File: src/rtl/cv32e40p_pkg.sv
// Shared types for the IF/ID instruction queue.
package cv32e40p_pkg;

  // One decoded-fetch entry; all fields move together through the queue.
  typedef struct packed {
    logic [31:0] instr;
    logic [31:0] pc;
    logic        compressed;
    logic        illegal_c;
    logic        fetch_failed;
  } if_id_entry_t;

endpackage

File: src/rtl/cv32e40p_if_id_queue.sv
// IF/ID instruction queue: a small circular buffer of fetched instructions
// between the aligner/decompressor and the ID stage.
// Optional macro CV32E40P_IFQ_BYPASS_EN: a push into an empty queue is
// presented to ID in the same cycle (and consumed without being stored when
// ID is ready). Without it the queue is a pure registered path.
//
// Handshake: a push happens when in_valid_i & in_ready_o are both high (and
// neither halt_i nor flush_i is set); a pop happens when instr_valid_id_o &
// id_ready_i are both high (and flush_i is low). in_ready_o depends only on
// the current occupancy, never on same-cycle pops.
module cv32e40p_if_id_queue
  import cv32e40p_pkg::*;
#(
  parameter int unsigned DEPTH   = 2,
  parameter int unsigned COUNT_W = $clog2(DEPTH + 1)
) (
  input  logic               clk,
  input  logic               rst_n,
  input  logic               flush_i,
  input  logic               halt_i,
  input  logic               in_valid_i,
  output logic               in_ready_o,
  input  logic [31:0]        in_instr_i,
  input  logic [31:0]        in_pc_i,
  input  logic               in_compressed_i,
  input  logic               in_illegal_c_i,
  input  logic               in_fetch_failed_i,
  output logic               instr_valid_id_o,
  input  logic               id_ready_i,
  output logic [31:0]        instr_rdata_id_o,
  output logic [31:0]        pc_id_o,
  output logic               is_compressed_id_o,
  output logic               illegal_c_insn_id_o,
  output logic               is_fetch_failed_o,
  output logic [COUNT_W-1:0] count_o,
  output logic               full_o,
  output logic               empty_o
);

  localparam int unsigned        PTR_W    = (DEPTH > 1) ? $clog2(DEPTH) : 1;
  localparam logic [PTR_W-1:0]   LAST_PTR = PTR_W'(DEPTH - 1);
  localparam logic [COUNT_W-1:0] FULL_CNT = COUNT_W'(DEPTH);

  if_id_entry_t       r_mem [DEPTH];
  logic [PTR_W-1:0]   r_wptr;
  logic [PTR_W-1:0]   r_rptr;
  logic [COUNT_W-1:0] r_count;

  if_id_entry_t w_in;
  if_id_entry_t w_head;
  if_id_entry_t w_out;
  logic         w_full;
  logic         w_empty;
  logic         w_push;
  logic         w_pop;
  logic         w_bypass;
  logic         w_store;
  logic         w_unload;

  // Explicit wrap so non-power-of-two depths never alias a slot.
  function automatic logic [PTR_W-1:0] ptr_inc(input logic [PTR_W-1:0] p);
    return (p == LAST_PTR) ? '0 : p + PTR_W'(1);
  endfunction

  assign w_in    = {in_instr_i, in_pc_i, in_compressed_i, in_illegal_c_i, in_fetch_failed_i};
  assign w_head  = r_mem[r_rptr];
  assign w_full  = (r_count == FULL_CNT);
  assign w_empty = (r_count == '0);
  assign w_push  = in_valid_i & ~w_full & ~halt_i & ~flush_i;

`ifdef CV32E40P_IFQ_BYPASS_EN
  assign w_bypass = w_empty & w_push;
`else
  assign w_bypass = 1'b0;
`endif

  assign instr_valid_id_o = ~w_empty | w_bypass;
  assign w_out            = w_bypass ? w_in : w_head;
  assign w_pop            = instr_valid_id_o & id_ready_i & ~flush_i;
  // A bypassed entry that ID takes right away never enters storage.
  assign w_store          = w_push & ~(w_bypass & w_pop);
  assign w_unload         = w_pop & ~w_empty;

  assign in_ready_o          = ~w_full;
  assign full_o              = w_full;
  assign empty_o             = w_empty;
  assign count_o             = r_count;
  assign instr_rdata_id_o    = w_out.instr;
  assign pc_id_o             = w_out.pc;
  assign is_compressed_id_o  = w_out.compressed;
  assign illegal_c_insn_id_o = w_out.illegal_c;
  assign is_fetch_failed_o   = w_out.fetch_failed;

  // Storage, pointers and occupancy; flush drops validity but keeps contents.
  always_ff @(posedge clk or negedge rst_n) begin
    if (!rst_n) begin
      r_wptr  <= '0;
      r_rptr  <= '0;
      r_count <= '0;
      for (int i = 0; i < int'(DEPTH); i++) begin
        r_mem[i] <= '0;
      end
    end else if (flush_i) begin
      r_rptr  <= r_wptr;
      r_count <= '0;
    end else begin
      if (w_store) begin
        r_mem[r_wptr] <= w_in;
        r_wptr        <= ptr_inc(r_wptr);
      end
      if (w_unload) begin
        r_rptr <= ptr_inc(r_rptr);
      end
      if (w_store && !w_unload) begin
        r_count <= r_count + COUNT_W'(1);
      end else if (!w_store && w_unload) begin
        r_count <= r_count - COUNT_W'(1);
      end
    end
  end

endmodule

File: config.mk
export PLATFORM = sky130hd
export DESIGN_NAME = cv32e40p_if_id_queue
export DESIGN_NICKNAME = d
export VERILOG_FILES = /design/src/rtl/cv32e40p_pkg.sv /design/src/rtl/cv32e40p_if_id_queue.sv
export SDC_FILE = /design/constraint.sdc
export NUM_CORES = 1
export LEC_CHECK = 0
export ABC_CLOCK_PERIOD_IN_PS = 5800
export CORE_UTILIZATION = 50
export DETAILED_ROUTE_END_ITERATION = 16
export DONT_BUFFER_PORTS = 1
export PLACE_DENSITY = 0.62
export SLEW_MARGIN = 30
export SYNTH_ARGS = -nofsm -noshare
export SYNTH_HDL_FRONTEND = slang
export SYNTH_SLANG_ARGS = --single-unit
File: constraint.sdc
create_clock -name clk -period 5.8 [get_ports clk]
set_input_delay 1.16 -clock clk [delete_from_list [all_inputs] [get_ports clk]]
set_output_delay 1.16 -clock clk [all_outputs]
set_load 0.03 [all_outputs]
Word-level counts from Yosys, hierarchy flattened

Cells that the tools add are included.

Add/subtract/negate cells: 4
Magnitude comparators: 3
Equality and inequality tests: 1
Multiplexer cells: 13
Bitwise gates (word level): 12
Reduce and logical (&&, ||, !) cells: 9

Operators with widths:

| cell                | number |
|---|---|
| $mux 67             | 4 |
| $bwmux 134          | 1 |
| $demux 67 s1        | 1 |
| $and 1x1->1         | 6 |
| $mux 2              | 3 |
| $ge 2x2->1 const B  | 2 |
| $mux 1              | 4 |
| $not 1->1           | 4 |
| $not 1->2           | 2 |
| $logic_and 1x1->1   | 3 |
| $reduce_bool 3->1   | 1 |
| $add 1x1->1 const B | 2 |
| $add 2x1->2 const B | 1 |
| $eq 2x2->1 const B  | 1 |
| $logic_not 1->1     | 2 |
| $logic_not 2->1     | 1 |
| $lt 2x1->1 const B  | 1 |
| $reduce_and 2->1    | 1 |
| $reduce_bool 2->1   | 1 |
| $sub 2x1->2 const B | 1 |

Register bits after elaboration: 138
Input port bits: 73
Output and inout port bits: 73

Longest topological paths before layout

Depth in word-level cells: 10
Depth in mapped cells: 7

Worst setup path before layout

OpenSTA, ideal clock, no wires.

Path type: reg2out
Start point: reg r_rptr
End point: out instr_rdata_id_o[0]
Arrival: 1.622 ns
Setup slack: 3.018 ns
Stages on the path, launching flop included: 5
Buffers on the path: 3
Cell sequence: dfrtp_1 -> clkbuf_1 -> buf_1 -> clkbuf_1 -> mux2_2

Word-level cells in the longest chain between the ends: 4

Ends and longest elaborated chain:

| what                                        | line                        | source |
|---|---|---|
| start, declared                             | cv32e40p_if_id_queue.sv:46  | `logic [PTR_W-1:0] r_rptr;` |
| start signal, assigned                      | cv32e40p_if_id_queue.sv:104 | `r_rptr <= r_wptr;` |
| start signal, assigned                      | cv32e40p_if_id_queue.sv:112 | `r_rptr <= ptr_inc(r_rptr);` |
| $not 1->2 (implied by the code)             | cv32e40p_if_id_queue.sv:66  | `assign w_head = r_mem[r_rptr];` |
| $mux 67 (implied by the code) (3 in series) | cv32e40p_if_id_queue.sv:66  |  |
| end, declared                               | cv32e40p_if_id_queue.sv:30  | `output logic [31:0] instr_rdata_id_o,` |

No other way between the ends. The select of a mux whose other input is x is not followed.

Final worst setup path

Start point: reg r_rptr
End point: out pc_id_o[22]

Word-level cells in the longest chain between the ends: 4

Ends and longest elaborated chain:

| what                                        | line                       | source |
|---|---|---|
| $not 1->2 (implied by the code)             | cv32e40p_if_id_queue.sv:66 |  |
| $mux 67 (implied by the code) (3 in series) | cv32e40p_if_id_queue.sv:66 |  |
| end, declared                               | cv32e40p_if_id_queue.sv:31 | `output logic [31:0] pc_id_o,` |

No other way between the ends. The select of a mux whose other input is x is not followed.

==> results.sh <==
export IMPL_outcome="complete, but fails checks"
export IMPL_violations="DRC"
export IMPL_io_buffers=0
export IMPL_dieArea_sq_um=12570
export IMPL_hold_class="input port to async pin"
export IMPL_syn_inst=386
export IMPL_clk_path_buf_depth=2
export IMPL_reg2reg_depth=5
export IMPL_slew_limit_headroom=0.5579
export IMPL_cts_root_buf="clkbuf_16"
export IMPL_holdWs_ps=442.1
export IMPL_rows=39
export IMPL_numCtsBuffers=17
export IMPL_ys_seq_area_frac=0.5695
export IMPL_rsz0062_at_grt="no"
export IMPL_power_total_uw=3983
export IMPL_critPathCapture="pc_id_o[22]"
export IMPL_cts_resized=0
export IMPL_skew_ps=8.281
export IMPL_path_class="register to output pin"
export IMPL_overflow=0
export IMPL_fmax_mhz=297.9
export IMPL_cts_hold_buf=0
export IMPL_synth_net_count=459
export IMPL_wire_per_inst_um=20.15
export IMPL_hpwlAfterDp_um=6727
export IMPL_start_util=0.5221
export IMPL_drt_iter0_drc=153
export IMPL_cts_sinks=138
export IMPL_syn_to_final_growth_pct=12.51
export IMPL_synth_edf_count=0
export IMPL_h_tree_depth=4
export IMPL_drv_cap=0
export IMPL_max_slew_worst_pin_slew_ps=663.1
export IMPL_hold_violations=0
export IMPL_post_cts_setup_buffer_count=0
export IMPL_setup_tns_ps=0
export IMPL_rrSetupSlack_ps=3200
export IMPL_power_density_nw_per_um2=583.9
export IMPL_synth_seq_cells=138
export IMPL_cts_tree="yes"
export IMPL_yosysWarnings=0
export IMPL_leakage_uw=0.003013
export IMPL_drive_gt1_frac=0.6015
export IMPL_grt_pass1_vias=3421
export IMPL_avgViaCountPerCell=5.688
export IMPL_dr_pass1_iters=10
export IMPL_peakVddDrop_uv=319.9
export IMPL_ant_nets=0
export IMPL_insertion_delay_ps=410
export IMPL_antenna_found_initial=0
export IMPL_place_ws_ps=2847
export IMPL_clk_pin_slew_ps=60
export IMPL_grt_start_max_net_pins=139
export IMPL_drv_slew=0
export IMPL_r2r_start="count_o[1]"
export IMPL_die_y_um=112.1
export IMPL_drc=8
export IMPL_cp_startpoint="r_rptr"
export IMPL_rr_endpoint="r_mem[69]"
export IMPL_core_area_sq_um=11610
export IMPL_synth_distinct_cells=25
export IMPL_required_ps=4640
export IMPL_syn_area_sq_um=6063
export IMPL_diodes=0
export IMPL_path_max_fanout=46
export IMPL_wl_um=10920
export IMPL_mostFrequentLayoutCells="mux2_2, dfrtp_1, mux2_4"
export IMPL_final_util=0.5874
export IMPL_finalCriticalPeriod_ps=3357
export IMPL_synth_top_flop_cell="dfrtp_1"
export IMPL_die_width_um=112.1
export IMPL_crit_path_end_kind="output pin"
export IMPL_grt_pass1_wl_um=17840
export IMPL_period_share=0.5788
export IMPL_cp_arrival_ps=2200
export IMPL_grtUsageTotal=0.1893
export IMPL_worst_slack_ps=2443
export IMPL_nNetsFinal=459
export IMPL_async_flop_share=1.000
export IMPL_setup_violations=0
export IMPL_routabilityCongestion=0.7079
export IMPL_num_vias=3083
export IMPL_critPathLaunchType="register"
export IMPL_syn_area_per_cell_sq_um=15.71
export IMPL_layout_commonest_cell="mux2_2"
export IMPL_io_pins=146
[kinds of logic after synthesis]
kind of cell | Yosys count | synth area share
mux | 201 | 0.3851
flops | 138 | 0.5695
xor+xnor | 1 | 0.001445
buf+inv | 26 | 0.02311
compound gates | 8 | 0.007842
simple gates | 12 | 0.01300
[critical path, cell delays in order (launching register included)]
cell and delay [ps]:
dfrtp_4 840, buf_4 420, mux2_2 470
[Yosys cell counts, types with 2 or more instances]
cell type	n	share of area
nand2_1	3	0.0019
mux2_2	182	0.34
buf_2	10	0.0083
clkbuf_1	3	0.0019
dfrtp_1	138	0.57
inv_1	2	0.0012
buf_1	6	0.0037
buf_6	4	0.0074
mux2_4	19	0.047
o21ai_0	4	0.0033
[metal layers]
| metal | up-vias | GRT usage | wire length (um) |
|---|---|---|---|
| met5 | - | 0 | 0 |
| met4 | 0 | 0.08800 | 165 |
| met3 | 14 | 0.07397 | 801 |
| met2 | 83 | 0.3151 | 5556 |
| met1 | 1600 | 0.2155 | 4395 |
| li1 | 1386 | - | - |
[registers in the layout (all words and copies together) (netlist names)]
name / cells
r_mem: 134
r_wptr: 1
count_o: 2
r_rptr: 1
[worst min-delay path by stage]
stage / slack (ps) / to / from
6_report: 440 / r_mem[81] / rst_n
5_1_grt: 410 / r_mem[14] / rst_n
4_1_cts: 410 / r_mem[81] / rst_n
3_5_place_dp: 490 / r_mem[4] / r_mem[4]
3_3_place_gp: 480 / r_mem[46] / r_mem[46]
2_1_floorplan: 470 / r_mem[0] / r_mem[0]
[report_power, final]
| group | internal (uW) | switching, uW |
|---|---|---|
| Clock | 770 | 388 |
| Combinational | 540 | 737 |
| Sequential | 1340 | 210 |
| Total | 2650 | 1340 |
[final cells by class]
| class | count | area (sq um) |
|---|---|---|
| clock buffer | 19 | 442.9 |
| timing repair buffer | 4 | 62.56 |
| inverter | 3 | 11.26 |
| fill | 926 | 4792 |
| tap | 143 | 178.9 |
| multi-input combinational | 222 | 2470 |
| sequential | 138 | 3457 |
| clock inverter | 13 | 198.9 |
[metrics by stage]
stage | std cells | instance area, sq um
6_report | 542 | 6822
2_1_floorplan | 386 | 6063
3_5_place_dp | 509 | 6160
4_1_cts | 541 | 6802
3_3_place_gp | 508 | 6130
5_1_grt | 542 | 6822
Note: power is estimated with default switching activity, not from simulation.
